===== src/rtl/pll_lock_supervisor.sv =====
// Multi-channel PLL supervisor: drives PLL resets, waits for lock with timeout/retry,
// qualifies lock over a stability window and counts losses. Macro PLL_SUP_AUTO_RETRY_EN selects re-reset on loss.
module pll_lock_supervisor #(
  parameter int CH_NUM     = 2,
  parameter int RST_CYCLES = 16,
  parameter int LOCK_WAIT  = 100000,
  parameter int STABLE_CNT = 1024,
  parameter int MAX_RETRY  = 3,
  parameter int CNT_W      = 8
) (
  input  logic                      clk,
  input  logic                      rst_n,
  input  logic [CH_NUM-1:0]         pll_lock,
  input  logic                      clr,
  output logic [CH_NUM-1:0]         pll_rst,
  output logic [CH_NUM-1:0]         lock_ok,
  output logic                      all_locked,
  output logic [CH_NUM-1:0]         fail,
  output logic [CH_NUM*CNT_W-1:0]   loss_cnt
);

  localparam int RST_W  = (RST_CYCLES > 1) ? $clog2(RST_CYCLES) : 1;
  localparam int WAIT_W = (LOCK_WAIT  > 1) ? $clog2(LOCK_WAIT)  : 1;
  localparam int STAB_W = (STABLE_CNT > 1) ? $clog2(STABLE_CNT) : 1;
  localparam int RTY_W  = $clog2(MAX_RETRY + 1);

  localparam logic [RST_W-1:0]  RST_LAST  = RST_W'(RST_CYCLES - 1);
  localparam logic [WAIT_W-1:0] WAIT_LAST = WAIT_W'(LOCK_WAIT - 1);
  localparam logic [STAB_W-1:0] STAB_LAST = STAB_W'(STABLE_CNT - 1);
  localparam logic [RTY_W-1:0]  RTY_MAX   = RTY_W'(MAX_RETRY);

  typedef enum logic [2:0] {
    S_RESET,
    S_WAIT,
    S_STABLE,
    S_LOCKED,
    S_FAIL
  } state_t;

  logic [CH_NUM-1:0] r_sync1;
  logic [CH_NUM-1:0] r_lk_s;
  logic [CH_NUM-1:0] w_lock_ok;
  logic              r_all_locked;

  always_ff @(posedge clk or negedge rst_n) begin
    if (!rst_n) begin
      r_sync1 <= '0;
      r_lk_s  <= '0;
    end else begin
      r_sync1 <= pll_lock;
      r_lk_s  <= r_sync1;
    end
  end

  for (genvar g = 0; g < CH_NUM; g++) begin : g_ch
    state_t            r_state,    w_state_nxt;
    logic [RST_W-1:0]  r_rst_cnt,  w_rst_cnt_nxt;
    logic [WAIT_W-1:0] r_wait_cnt, w_wait_cnt_nxt;
    logic [STAB_W-1:0] r_stab_cnt, w_stab_cnt_nxt;
    logic [RTY_W-1:0]  r_retry,    w_retry_nxt;
    logic [CNT_W-1:0]  r_loss,     w_loss_nxt;
    logic              w_loss_evt;

    always_ff @(posedge clk or negedge rst_n) begin
      if (!rst_n) begin
        r_state    <= S_RESET;
        r_rst_cnt  <= '0;
        r_wait_cnt <= '0;
        r_stab_cnt <= '0;
        r_retry    <= '0;
        r_loss     <= '0;
      end else begin
        r_state    <= w_state_nxt;
        r_rst_cnt  <= w_rst_cnt_nxt;
        r_wait_cnt <= w_wait_cnt_nxt;
        r_stab_cnt <= w_stab_cnt_nxt;
        r_retry    <= w_retry_nxt;
        r_loss     <= w_loss_nxt;
      end
    end

    always_comb begin
      w_state_nxt    = r_state;
      w_rst_cnt_nxt  = r_rst_cnt;
      w_wait_cnt_nxt = r_wait_cnt;
      w_stab_cnt_nxt = r_stab_cnt;
      w_retry_nxt    = r_retry;
      w_loss_nxt     = r_loss;
      w_loss_evt     = 1'b0;

      case (r_state)
        S_RESET: begin
          if (r_rst_cnt == RST_LAST) begin
            w_state_nxt    = S_WAIT;
            w_wait_cnt_nxt = '0;
          end else begin
            w_rst_cnt_nxt = r_rst_cnt + 1'b1;
          end
        end
        S_WAIT: begin
          if (r_lk_s[g]) begin
            w_state_nxt    = S_STABLE;
            w_stab_cnt_nxt = '0;
          end else if (r_wait_cnt == WAIT_LAST) begin
            w_retry_nxt = r_retry + 1'b1;
            if (w_retry_nxt == RTY_MAX) begin
              w_state_nxt = S_FAIL;
            end else begin
              w_state_nxt   = S_RESET;
              w_rst_cnt_nxt = '0;
            end
          end else begin
            w_wait_cnt_nxt = r_wait_cnt + 1'b1;
          end
        end
        S_STABLE: begin
          if (!r_lk_s[g]) begin
            w_state_nxt    = S_WAIT;
            w_wait_cnt_nxt = '0;
          end else if (r_stab_cnt == STAB_LAST) begin
            w_state_nxt = S_LOCKED;
            w_retry_nxt = '0;
          end else begin
            w_stab_cnt_nxt = r_stab_cnt + 1'b1;
          end
        end
        S_LOCKED: begin
          if (!r_lk_s[g]) begin
            w_loss_evt = 1'b1;
`ifdef PLL_SUP_AUTO_RETRY_EN
            w_state_nxt   = S_RESET;
            w_rst_cnt_nxt = '0;
            w_retry_nxt   = '0;
`else
            w_state_nxt = S_FAIL;
`endif
          end
        end
        S_FAIL: begin
          w_state_nxt = S_FAIL;
        end
        default: begin
          w_state_nxt   = S_RESET;
          w_rst_cnt_nxt = '0;
        end
      endcase

      // clr dominates: any move into FAIL this cycle is redirected to a fresh reset pulse
      if (clr) begin
        w_retry_nxt = '0;
        if (w_state_nxt == S_FAIL) begin
          w_state_nxt   = S_RESET;
          w_rst_cnt_nxt = '0;
        end
      end

      if (clr) begin
        w_loss_nxt = '0;
      end else if (w_loss_evt && (r_loss != {CNT_W{1'b1}})) begin
        w_loss_nxt = r_loss + 1'b1;
      end
    end

    assign pll_rst[g]                   = (r_state == S_RESET) || (r_state == S_FAIL);
    assign w_lock_ok[g]                 = (r_state == S_LOCKED);
    assign fail[g]                      = (r_state == S_FAIL);
    assign loss_cnt[g*CNT_W +: CNT_W]   = r_loss;
  end

  always_ff @(posedge clk or negedge rst_n) begin
    if (!rst_n) begin
      r_all_locked <= 1'b0;
    end else begin
      r_all_locked <= &w_lock_ok;
    end
  end

  assign lock_ok    = w_lock_ok;
  assign all_locked = r_all_locked;

endmodule

===== config.mk =====
export PLATFORM = sky130hd
export DESIGN_NAME = pll_lock_supervisor
export DESIGN_NICKNAME = d
export VERILOG_FILES = /design/src/rtl/pll_lock_supervisor.sv
export SDC_FILE = /design/constraint.sdc
export NUM_CORES = 1
export LEC_CHECK = 0
export CAP_MARGIN = 20
export CORE_MARGIN = 2
export CORE_UTILIZATION = 35
export DETAILED_ROUTE_END_ITERATION = 10
export SLEW_MARGIN = 10
export SYNTH_ARGS = -nofsm -noshare
export SYNTH_HDL_FRONTEND = slang
export SYNTH_SLANG_ARGS = --single-unit

===== constraint.sdc =====
create_clock -name clk -period 2.7 [get_ports clk]
set_input_delay 0.27 -clock clk [delete_from_list [all_inputs] [get_ports clk]]
set_output_delay 0.27 -clock clk [all_outputs]
set_load 0.03 [all_outputs]

==> results.md, run 1 <==
- The run finished with clean final reports.
- Adding up every negative setup slack in the final design gives 0 ns.
- The worst register-to-register path ends at g_ch[0].r_rst_cnt[3].
- The hold violation total from the final report is 0.
- The number of port buffers is 27.
- For this block, the initial DRC count from the detailed router was roughly 220.
- The per-cell via count in the routed design is roughly 5.5.
- The hold path depth is 0.
- After synthesis, the share of flip-flops with an asynchronous set or reset is 100%.
- Max-cap violations in this run came to 0.
- The total standard cell area after synthesis is between 5000 and 6000 um2.
- The first-pass iteration count of the detailed router is 4.
- The synthesis-to-finish area growth is 16.5%.
- The number of distinct library cells after synthesis is 63.
- At the end of routability-driven placement, the weighted congestion stood at slightly above 0.8.
- The TritonCTS clock tree is done.
- The floorplan die width is roughly 120 um.
- The portion of the post-synthesis area used by sequential elements is between 40% and 50%.
- The clock passes through at most 2 buffers.
- The number of levels in the clock H-tree is 3.
- For hold timing, the worst endpoint is r_lk_s[1].
- The post-synthesis register bit count is between 90 and 100.
- The arrival time at the worst endpoint is about 2.2 ns.
- The cell count after synthesis came out at roughly 550.
- Counting flops with a built-in enable in the synthesized netlist gives 0.
- The placement row count is 44.
- The number of setup violations in the final report is 0.
- The worst setup path is captured at an output port.
- The internal reg-to-reg setup slack is 0.48 ns.
- Summing over every cut layer, the via total after detailed routing is 4185.
- The start point of the worst hold path is r_sync1[1].
- Counting cells, the worst reg-to-reg path comes to 5.
- In the layout the commonest cells are 93 x dfrtp_1, 64 x nor2_1, 51 x nand2_1.
- The initial utilization of the core area, before any placement, comes to approximately 35%.
- The floorplan step defined a core boundary enclosing about 14000 um2.
- Dividing the detail-routed wire length by the instance count gives around 15 um.
- The worst setup path is launched from a flip-flop.
- The post-route clock period utilization is 90.1%.
- Entering global routing, the biggest net connects just over 50 pins.
- 0 antenna diodes ended up in the layout.
- Setup repair after global routing left no endpoint under its margin.
- Of the cells placed in the final design, the portion with a size suffix greater than 1 is 7.89%.
- The global-route wire length before repair is a little under 20000 um.
- The number of placed I/O pins is 28.
- The total overflow reported by the global router is 0.
- The worst clock skew on the final layout is around 0.0053 ns.
- The total half-perimeter wirelength after legalization and detailed placement is 7900 um.
- The height of the chip is approximately 120 um.
- Of all nets on the critical path, the largest fanout is 13.
- The shortest clock period the worst path allows after layout is 2.43 ns.
- The startpoint-to-endpoint class of the critical path is reg2out.
- In the routed design, unresolved DRC markers number 0.
- Dividing the synthesized area by the synthesized cell count gives 9.28 um2.
- For the pin with the worst max-slew slack, the measured transition is between 0.6 and 0.7 ns.
- For this run, the top clock speed supported by timing is slightly above 400 MHz.
- The most common cell after layout, fill and taps aside is dfrtp_1.
- Clock tree synthesis found a total of between 90 and 100 sinks.
- The number of nets in the synthesized netlist is 562.
- In the synthesized netlist the dominant register cell turns out to be dfrtp_1.
- The via count of the first global-routing pass was 3984.
- The initial antenna violation count was 0.
- For this run, the number of Yosys warnings is 0.
- The tree is rooted in a clkbuf_16.
- The overall die area is 15500 um2.
- Power spread over the standard cell area amounts to 727 nW/um2.
- The number of nets still failing antenna checks after routing is 0.
- The startpoint identified for the worst register-to-register timing path is g_ch[0].r_wait_cnt[12].
- The final net count is 593.
- Power comes to about 0.0043 W.
- For the worst setup path, the data required time is 2.43 ns.
- The number of CTS-inserted buffers is 9.
- The number of slew-limit violations in the final report is 0.
- The path class of the tightest hold or removal check is reg2reg.
- After clock tree synthesis, the clock-pin slew on the worst setup and hold paths is about 0.060 ns.
- The total global routing track utilization is about 15%.
- The final wirelength is approximately 11000 um.
- The insertion delay of the later-clocked pin in the worst-skew pair is roughly 0.35 ns.
- The normalized max-slew margin is a little over half.
- In this run the static leakage power is ~2.5 nW.
- The largest voltage drop on the vdd net is 0.282 mV.
per-layer routing:
metal	vias up	share of wire, %	GRT usage [%]
met4	0	2.6	7.47
met3	21	3.8	2.45
met5	-	0	0
met1	2026	49	22.2
li1	2054	-	-
met2	84	44	22.2
report_power, final:
part           leakage (nW)  internal, W  switching (W)  total [W]
Sequential             1.26      0.00157       0.000231    0.00180
Clock                 0.141     0.000726       0.000536    0.00126
Combinational          1.08     0.000519       0.000725    0.00124
Total                  2.48      0.00281        0.00149    0.00430
cell families (layout without fill, tap and decap cells):
group / count (synthesis) / after routing / share of synthesized area, %
xor+xnor: 38 / 38 / 6.55
compound gates: 93 / 93 / 12.3
mux: 9 / 9 / 1.85
buf+inv: 31 / 67 / 2.39
simple gates: 273 / 273 / 28.7
flops: 93 / 93 / 45.8
fa+ha+maj: 10 / 10 / 2.46
how the worst max path moves through the flow:
stage          cells past startpoint                   start                   end  slack (ns)
2_1_floorplan                      5      g_ch[0].r_state[2]  g_ch[0].r_rst_cnt[2]        0.55
3_3_place_gp                       5  g_ch[0].r_wait_cnt[12]  g_ch[0].r_rst_cnt[3]        0.52
3_5_place_dp                       5  g_ch[0].r_wait_cnt[12]  g_ch[0].r_rst_cnt[3]        0.49
4_1_cts                            2      g_ch[0].r_state[2]               fail[0]        0.27
5_1_grt                            2      g_ch[0].r_state[2]               fail[0]        0.14
6_report                           2      g_ch[0].r_state[2]               fail[0]        0.27
state kept, by name, indices dropped and copies added (netlist names):
signal           flops
g_ch.r_loss         16
g_ch.r_stab_cnt     20
g_ch.r_wait_cnt     34
r_sync1              2
g_ch.r_retry         4
g_ch.r_rst_cnt       8
g_ch.r_state         6
r_lk_s               2
all_locked           1
cells in the mapped netlist (12+ instances only):
library cell | n | area share, %
and3_1 | 15 | 1.8
nand2_1 | 51 | 3.8
clkbuf_1 | 16 | 1.2
dfrtp_1 | 93 | 46
or3_1 | 12 | 1.5
xor2_1 | 17 | 2.9
nand4_1 | 17 | 2.1
nand3_1 | 39 | 3.8
nor2_1 | 64 | 4.7
xnor2_1 | 21 | 3.6
a21oi_1 | 21 | 2.1
nor3_1 | 15 | 1.5
o21ai_0 | 26 | 2.6
per-stage QoR:
stage	hold WS (ns)	std cells	utilization [%]	instance area (um2)	setup WS, ns
2_1_floorplan	-0.0256	547	-	5080	0.548
3_3_place_gp	0.335	750	39.0	5610	0.521
3_5_place_dp	0.343	750	39.0	5610	0.488
4_1_cts	0.351	767	41.2	5920	0.266
5_1_grt	0.365	767	41.2	5920	0.138
6_report	0.354	767	41.2	5920	0.266
repair_timing:
| item | CTS | global route |
|---|---|---|
| hold endpoints to repair | 16 | 0 |
| hold buffers | 1 | 0 |
| gates resized for setup | 0 | 0 |
| buffers inserted | 0 | 0 |
| endpoints found under the setup margin | 0 | 0 |
worst max-delay path, cell delays in order (launching register included):
cell             delay (ns)
dfrtp_1                0.60
nor3b_1                0.46
clkdlybuf4s50_1        0.76
area by class of cell:
| type | instances | area (um2) |
|---|---|---|
| inverter | 11 | 41.3 |
| fill | 1388 | 8450 |
| clock buffer | 14 | 284 |
| timing repair buffer | 40 | 380 |
| tap | 184 | 230 |
| multi-input combinational | 423 | 2640 |
| clock inverter | 2 | 15.0 |
| sequential | 93 | 2330 |
Power figures use the tool's default switching activity.
==> run 2: changes to the inputs <==
--- a/config.mk
+++ b/config.mk
@@ -8,6 +8,7 @@
 export CAP_MARGIN = 20
 export CORE_MARGIN = 2
 export CORE_UTILIZATION = 35
+export CTS_BUF_LIST = sky130_fd_sc_hd__clkbuf_8
 export DETAILED_ROUTE_END_ITERATION = 10
 export SLEW_MARGIN = 10
 export SYNTH_ARGS = -nofsm -noshare
==> run 2 against run 1 <==
Fmax is 1.9% lower. Sequential power hardly changed. Worst hold slack worse by 0.021 ns. Cell count stayed put. Count of clock-buffer cells in the layout is 1 lower. Largest power group unchanged.
==> results.md, run 2 (synthesized netlist as in run 1, its figures left out) <==
- The flow ran to the end, and the final reports show no timing, DRC or antenna violations.
- The number of filler instances in the final layout is ~1400.
- The flip-flop count of the largest register, all copies and words added is 34.
- The normalized max-slew margin is between 50% and 60%.
- Setup violations remaining at the end of the flow were counted as 0.
- The count of clock tree sinks is 93.
- The critical path capture point type is an output port.
- The vias after detailed routing is between 4000 and 5000.
- The global-route wire length before repair is between 15000 and 20000 um.
- The multi-input combinational cells in the finished layout cover a total of approximately 2600 um2.
- The initialized floorplan defines 44 standard-cell rows.
- Final hold analysis gives a worst-case slack of around 0.33 ns.
- After detailed routing, the average wire length per cell comes to ~15 um.
- The power density over the cells is a little under 700 nW/um2.
- The TritonCTS clock tree is done.
- The final net count is roughly 590.
- The most common cell after layout, fill and taps aside is dfrtp_1.
- In the finished design, the share of the clock period the worst path needs comes to 91.9%.
- The worst register-to-register path has a depth of 5.
- The utilization after layout is approximately 40%.
- The largest voltage drop on the vdd net is roughly 0.24 mV.
- The congestion estimate from routability-driven global placement came to roughly 0.81.
- The initial antenna violation count was 0.
- The hold path depth is 1.
- The overall die area is around 15000 um2.
- The largest driver fanout on the critical path is 13.
- The shortest clock period the worst path allows after layout is 2.48 ns.
- Setup repair after global routing left no endpoint under its margin.
- The path type of the worst min-delay path is in2reg.
- In the routed design, unresolved DRC markers number 0.
- The maximum clock frequency is about 400 MHz.
- Before antenna repair, the detailed router went through 4 iterations.
- The number of DRC violations after detailed-routing iteration 0 is 190.
- OpenSTA, run right after detailed placement, puts the worst setup slack at between 0.4 and 0.5 ns.
- The worst setup path is launched from a flip-flop.
- The sequential cell area in the final layout is around 2300 um2.
- The hold violation total from the final report came to 0.
- The startpoint-to-endpoint class of the critical path is reg2out.
- The effective utilization at floorplan is between 30% and 40%.
- The synthesis-to-finish area growth is 14.5%.
- For this run, the total global-route usage over all layers was measured as 15.2%.
- The final antenna diode count is 0.
- The largest registers in the layout are g_ch.r_wait_cnt (34), g_ch.r_stab_cnt (20), g_ch.r_loss (16).
- The number of port buffers is 27.
- The setup TNS after final layout is 0 ns.
- The tool flagged a number of max-cap violations equal to 0.
- The total overflow reported by the global router is 0.
- The floorplan die width is roughly 120 um.
- In this run the static leakage power is ~2.4 nW.
- Of the cells placed in the final design, the portion with a size suffix greater than 1 is 7.89%.
- Across all setup checks in the final design, the least slack found is between 0.2 and 0.25 ns.
- The insertion delay of the later-clocked pin in the worst-skew pair is approximately 0.37 ns.
- STA puts the critical path data arrival time at approximately 2.2 ns.
- The required time of the critical path is ~2.4 ns.
- The actual slew at the worst max-slew pin is 0.695 ns.
- The core box area is roughly 14000 um2.
- The number of gates given a new drive strength after cts is 0.
- Once the clock tree was built, the setup fixing pass inserted 0 buffers.
- For the final database, setup skew stands at between 0.006 and 0.007 ns.
- The number of slew-limit violations in the final report is 0.
- The total half-perimeter wirelength after legalization and detailed placement is 7900 um.
- After clock tree synthesis, the clock-pin slew on the worst setup and hold paths is 0.09 ns.
- The routed design has between 10000 and 15000 um of wire.
- The number of placed I/O pins is 28.
- The largest net degree at the start of global routing is 51.
- The root buffer cell is clkbuf_8.
- The deepest clock path buffer count is 2.
- The library cells used most frequently in the layout, excluding fill and tap cells, are 93 x dfrtp_1, 64 x nor2_1, 51 x nand2_1.
- The register with the most flip-flops in the final layout is g_ch.r_wait_cnt.
- The per-cell via count in the routed design is approximately 5.4.
- The die is about 120 um tall.
- The via count of the first global-routing pass is between 3000 and 4000.
- The number of CTS-inserted buffers is 9.
- In this run the remaining antenna-violating nets after routing total 0.
- The H-tree was split into 3 levels.
-- run 2: path summary, 6_finish.rpt --
check,startpoint,slack (ns),end
setup / recovery,g_ch[0].r_state[2],0.22,fail[0]
hold / removal,pll_lock[0],0.33,r_sync1[0]
setup reg to reg,g_ch[0].r_wait_cnt[13],0.48,g_ch[0].r_rst_cnt[3]
hold reg to reg,r_sync1[1],0.36,r_lk_s[1]
max in group asynchronous,rst_n,1.54,g_ch[1].r_retry[0]
min in group asynchronous,rst_n,0.48,g_ch[0].r_wait_cnt[1]
-- run 2: layer usage --
metal	GRT usage [%]	vias up	wire length [um]
met5	0	-	0
met4	6.74	0	255
met3	2.45	19	274
met2	22.4	61	5050
met1	22.1	2039	5710
li1	-	2047	-
-- run 2: repair_timing --
action,CTS,global route
hold buffers,1,0
endpoints found under the hold margin,49,0
setup endpoints to repair,0,0
-- run 2: worst max-delay path: stages, from the launching register on --
cell and delay, ns:
dfrtp_1 0.61, nor3b_1 0.47, clkdlybuf4s50_1 0.76
-- run 2: where the power goes --
part / internal (W) / switching (W) / total, W
Sequential: 0.00156 / 0.000231 / 0.00179
Clock: 0.000433 / 0.000488 / 0.000921
Combinational: 0.000519 / 0.000727 / 0.00125
-- run 2: cell type report --
type | count | share of cell area, %
Clock buffer | 13 | 3.08
Inverter | 11 | 0.710
Multi-Input combinational cell | 423 | 45.4
Sequential cell | 93 | 40.0
Timing Repair Buffer | 40 | 6.54
Clock inverter | 3 | 0.323
Tap cell | 184 | 3.96
-- run 2: through the flow --
step           cell area, um2  total power, W  std cells
6_report                 5810         0.00396        767
5_1_grt                  5810         0.00424        767
4_1_cts                  5810         0.00400        767
3_5_place_dp             5610         0.00306        750
3_3_place_gp             5610         0.00301        750
2_1_floorplan            5080         0.00267        547
==> run 3: changes to the inputs <==
--- a/config.mk
+++ b/config.mk
@@ -5,8 +5,6 @@
 export SDC_FILE = /design/constraint.sdc
 export NUM_CORES = 1
 export LEC_CHECK = 0
-export CAP_MARGIN = 20
-export CORE_MARGIN = 2
 export CORE_UTILIZATION = 35
 export CTS_BUF_LIST = sky130_fd_sc_hd__clkbuf_8
 export DETAILED_ROUTE_END_ITERATION = 10
==> run 3 against run 2 <==
Worst setup slack got worse by 0.031 ns. Highest routed layer unchanged. Routed wire length increased by 1.7%. Combinational power about the same. First-iteration DRC count increased by 17%. Count of clock-buffer cells in the layout decreased by 3. Total power increased by 0.64%. Critical path depth unchanged. Via count increased by 1.2%. Fmax decreased by 1.2%.
==> results.md, run 3 (synthesized netlist as in run 1, its figures left out) <==
- The power density over the cells is slightly below 700 nW/um2.
- In the global route stage, overall resource usage came out at ~16%.
- In the final layout, the registers with the most flip-flops are g_ch.r_wait_cnt (34), g_ch.r_stab_cnt (20), g_ch.r_loss (16).
- The clock edge transition at the registers on the reported setup and hold paths is about 0.090 ns.
- The end of the worst hold path is r_sync1[1].
- The number of placed I/O pins is 28.
- Relative to the synthesized area, the layout overhead comes to 14.4%.
- Data arrives at the worst endpoint at around 2.2 ns.
- Max-cap violations in this run came to 0.
- Row generation in the floorplan step produced 43 rows.
- The kind of cell with the highest combined delay on the critical path is buffers and inverters.
- Summed over all failing endpoints, the final setup total negative slack is 0 ns.
- The worst setup path is launched from a flip-flop.
- Across the VDD grid, the largest voltage drop is around 0.30 mV.
- The maximum cell stage delay along the critical path is about 0.76 ns.
- The core box area is about 14000 um2.
- The register containing the most flip-flops in the final layout is g_ch.r_wait_cnt.
- The weighted congestion at the end of routability-driven global placement is ~0.85.
- After the first detailed-routing iteration, the DRC count stood at 222.
- Once the clock tree was built, the setup fixing pass inserted 0 buffers.
- The post-detailed-route DRC marker count is 0.
- The met3 track demand over resource is under 10%.
- Timing analysis after detailed placement gives a worst setup slack of 0.463 ns.
- The vias after detailed routing is between 4000 and 5000.
- Using the TritonRoute via totals, the vias-per-cell ratio works out to ~5.5.
- The hold violation total from the final report was 0.
- The most used routing layer is met2.
- In this run the critical register-to-register path is captured at g_ch[0].r_wait_cnt[13].
- The critical path capture point type is an output port.
- The finished layout holds approximately 760 standard cells, fillers aside.
- In this run the worst path has a maximum fanout of 13.
- The number of filler instances in the final layout is between 1000 and 1500.
- The critical path is of the reg2out type.
- Buffers placed on the I/O ports in this run total 27.
- The number of nets still failing antenna checks after routing is 0.
- The number of slew-limit violations in the final report is 0.
- For this run, the post-layout net count is roughly 600.
- The worst hold path begins at pll_lock[1].
- Setup repair after global routing left no endpoint under its margin.
- The worst path uses between 90% and 100% of the clock period.
- The cell area after placement is 5610 um2.
- The largest net degree at the start of global routing is 64.
- The most common cell after layout, fill and taps aside is dfrtp_1.
- Timing would allow up to ~400 MHz.
- At the pin with the least slew margin, the transition time is roughly 0.71 ns.
- The post-route standard cell area excluding fillers is 5810 um2.
- The clock tree synthesis step divided the H-tree into 3 levels.
- The first detailed-routing pass took 5 iterations.
- Buffers inserted during clock tree synthesis total 9.
- The slowest cell on the critical path is clkdlybuf4s50_1.
- The worst clock skew on the final layout is between 0.01 and 0.015 ns.
- The leakage power summed over all cells is 2.44 nW.
- The fraction of met2 tracks used by global routing is ~25%.
- The initial antenna violation count came to 0.
- Counting tap cells, the placed design contains a total of roughly 750 instances.
- The die covers ~15000 um2.
- The cell depth of the worst flop-to-flop path is 5.
- The via count of the first global-routing pass is between 3000 and 4000.
- The hold path depth is 1.
- After detailed routing, the total wire length is roughly 11000 um.
- The final antenna diode count is 0.
- TritonCTS built the clock tree.
- The path type of the worst min-delay path is in2reg.
- The critical path goes through nor3b_1 > clkdlybuf4s50_1.
- The share of final-layout standard cells stronger than drive strength 1 is 7.72%.
- The library cells used most frequently in the layout, excluding fill and tap cells, are 93 x dfrtp_1, 64 x nor2_1, 51 x nand2_1.
- The effective utilization at floorplan is roughly 36%.
- The global-route wire length before repair is around 19000 um.
- The height of the chip is between 100 and 150 um.
- The HPWL after detailed placement is a little under 8000 um.
- For this design, the sink count on the clock tree is a little over 90.
- In this run the register-to-register setup slack is 0.43 ns.
- The floorplan die width is between 100 and 150 um.
- Clock tree synthesis selected as its root buffer the cell clkbuf_8.
- For this run the aggregate overflow at the end of global routing stands at 0.
- The longest clock path from root to sink contains 2 buffers.
- The flip-flop count of the largest register, all copies and words added is 34.
- The flow ran to the end, and the final reports show no timing, DRC or antenna violations.
- The number of buffers and inverters on the critical path is 1.
- The startpoint identified for the worst register-to-register timing path is g_ch[0].r_state[1].
- Global routing used 22.4% of the available met1 tracks.
- Subtracting the final worst setup slack from the clock period gives around 2.5 ns.
- The insertion delay of the later-clocked pin in the worst-skew pair is 0.38 ns.
- The completed layout was analyzed and its total power is between 0.003 and 0.004 W.
- Measured against its own limit, the worst slew margin works out to a little over half.
- The number of setup violations in the final report is 0.
- In the post-route analysis, the smallest setup slack over all paths is about 0.19 ns.
- STA puts the critical path data required time at approximately 2.4 ns.
- Dividing the detail-routed wire length by the instance count gives ~15 um.
-- run 3: changes by cell type in the layout (fill, tap and decap cells not counted) --
cell	delta
bufinv_16	+1
clkinvlp_4	-1
clkbuf_8	-3
buf_4	+1
clkinv_4	+1
inv_1	+1
-- run 3: stage by stage --
step,util (%),hold WS (ns)
2_1_floorplan,-,-0.0256
3_5_place_dp,39.9,0.242
3_3_place_gp,39.9,0.234
5_1_grt,41.4,0.309
4_1_cts,41.4,0.309
6_report,41.4,0.330
-- run 3: report_power, final --
group / internal [W] / switching, W
logic: 0.000528 / 0.000718
registers: 0.00156 / 0.000240
clock network: 0.000444 / 0.000494
-- run 3: worst max path at each step --
stage,to,slack [ns],start,cells past startpoint
after floorplan,g_ch[0].r_rst_cnt[2],0.55,g_ch[0].r_state[2],5
after CTS,fail[0],0.17,g_ch[0].r_state[2],2
after global placement,g_ch[0].r_rst_cnt[3],0.51,g_ch[0].r_wait_cnt[12],5
after global routing,fail[0],0.12,g_ch[0].r_state[2],2
final,fail[0],0.19,g_ch[0].r_state[2],2
after detailed placement,g_ch[0].r_wait_cnt[13],0.46,g_ch[0].r_state[1],5
-- run 3: final cells by class --
class | count | area, um2 | area share [%]
clock inverter | 5 | 53.8 | 0.926
timing repair buffer | 41 | 388 | 6.68
tap | 180 | 225 | 3.88
multi-input combinational | 423 | 2640 | 45.4
clock buffer | 10 | 138 | 2.37
sequential | 93 | 2330 | 40.1
inverter | 11 | 41.3 | 0.711
-- run 3: repair_timing --
action,in CTS,in global routing
setup endpoints to repair,0,0
resized for setup,0,0
endpoints found under the hold margin,30,0
hold buffers,1,0
-- run 3: routing by layer --
layer / vias to the layer above / part of all wire (%)
li1: 2059 / -
met3: 8 / 3.6
met5: - / 0
met4: 0 / 1.0
met2: 68 / 46
met1: 2081 / 50
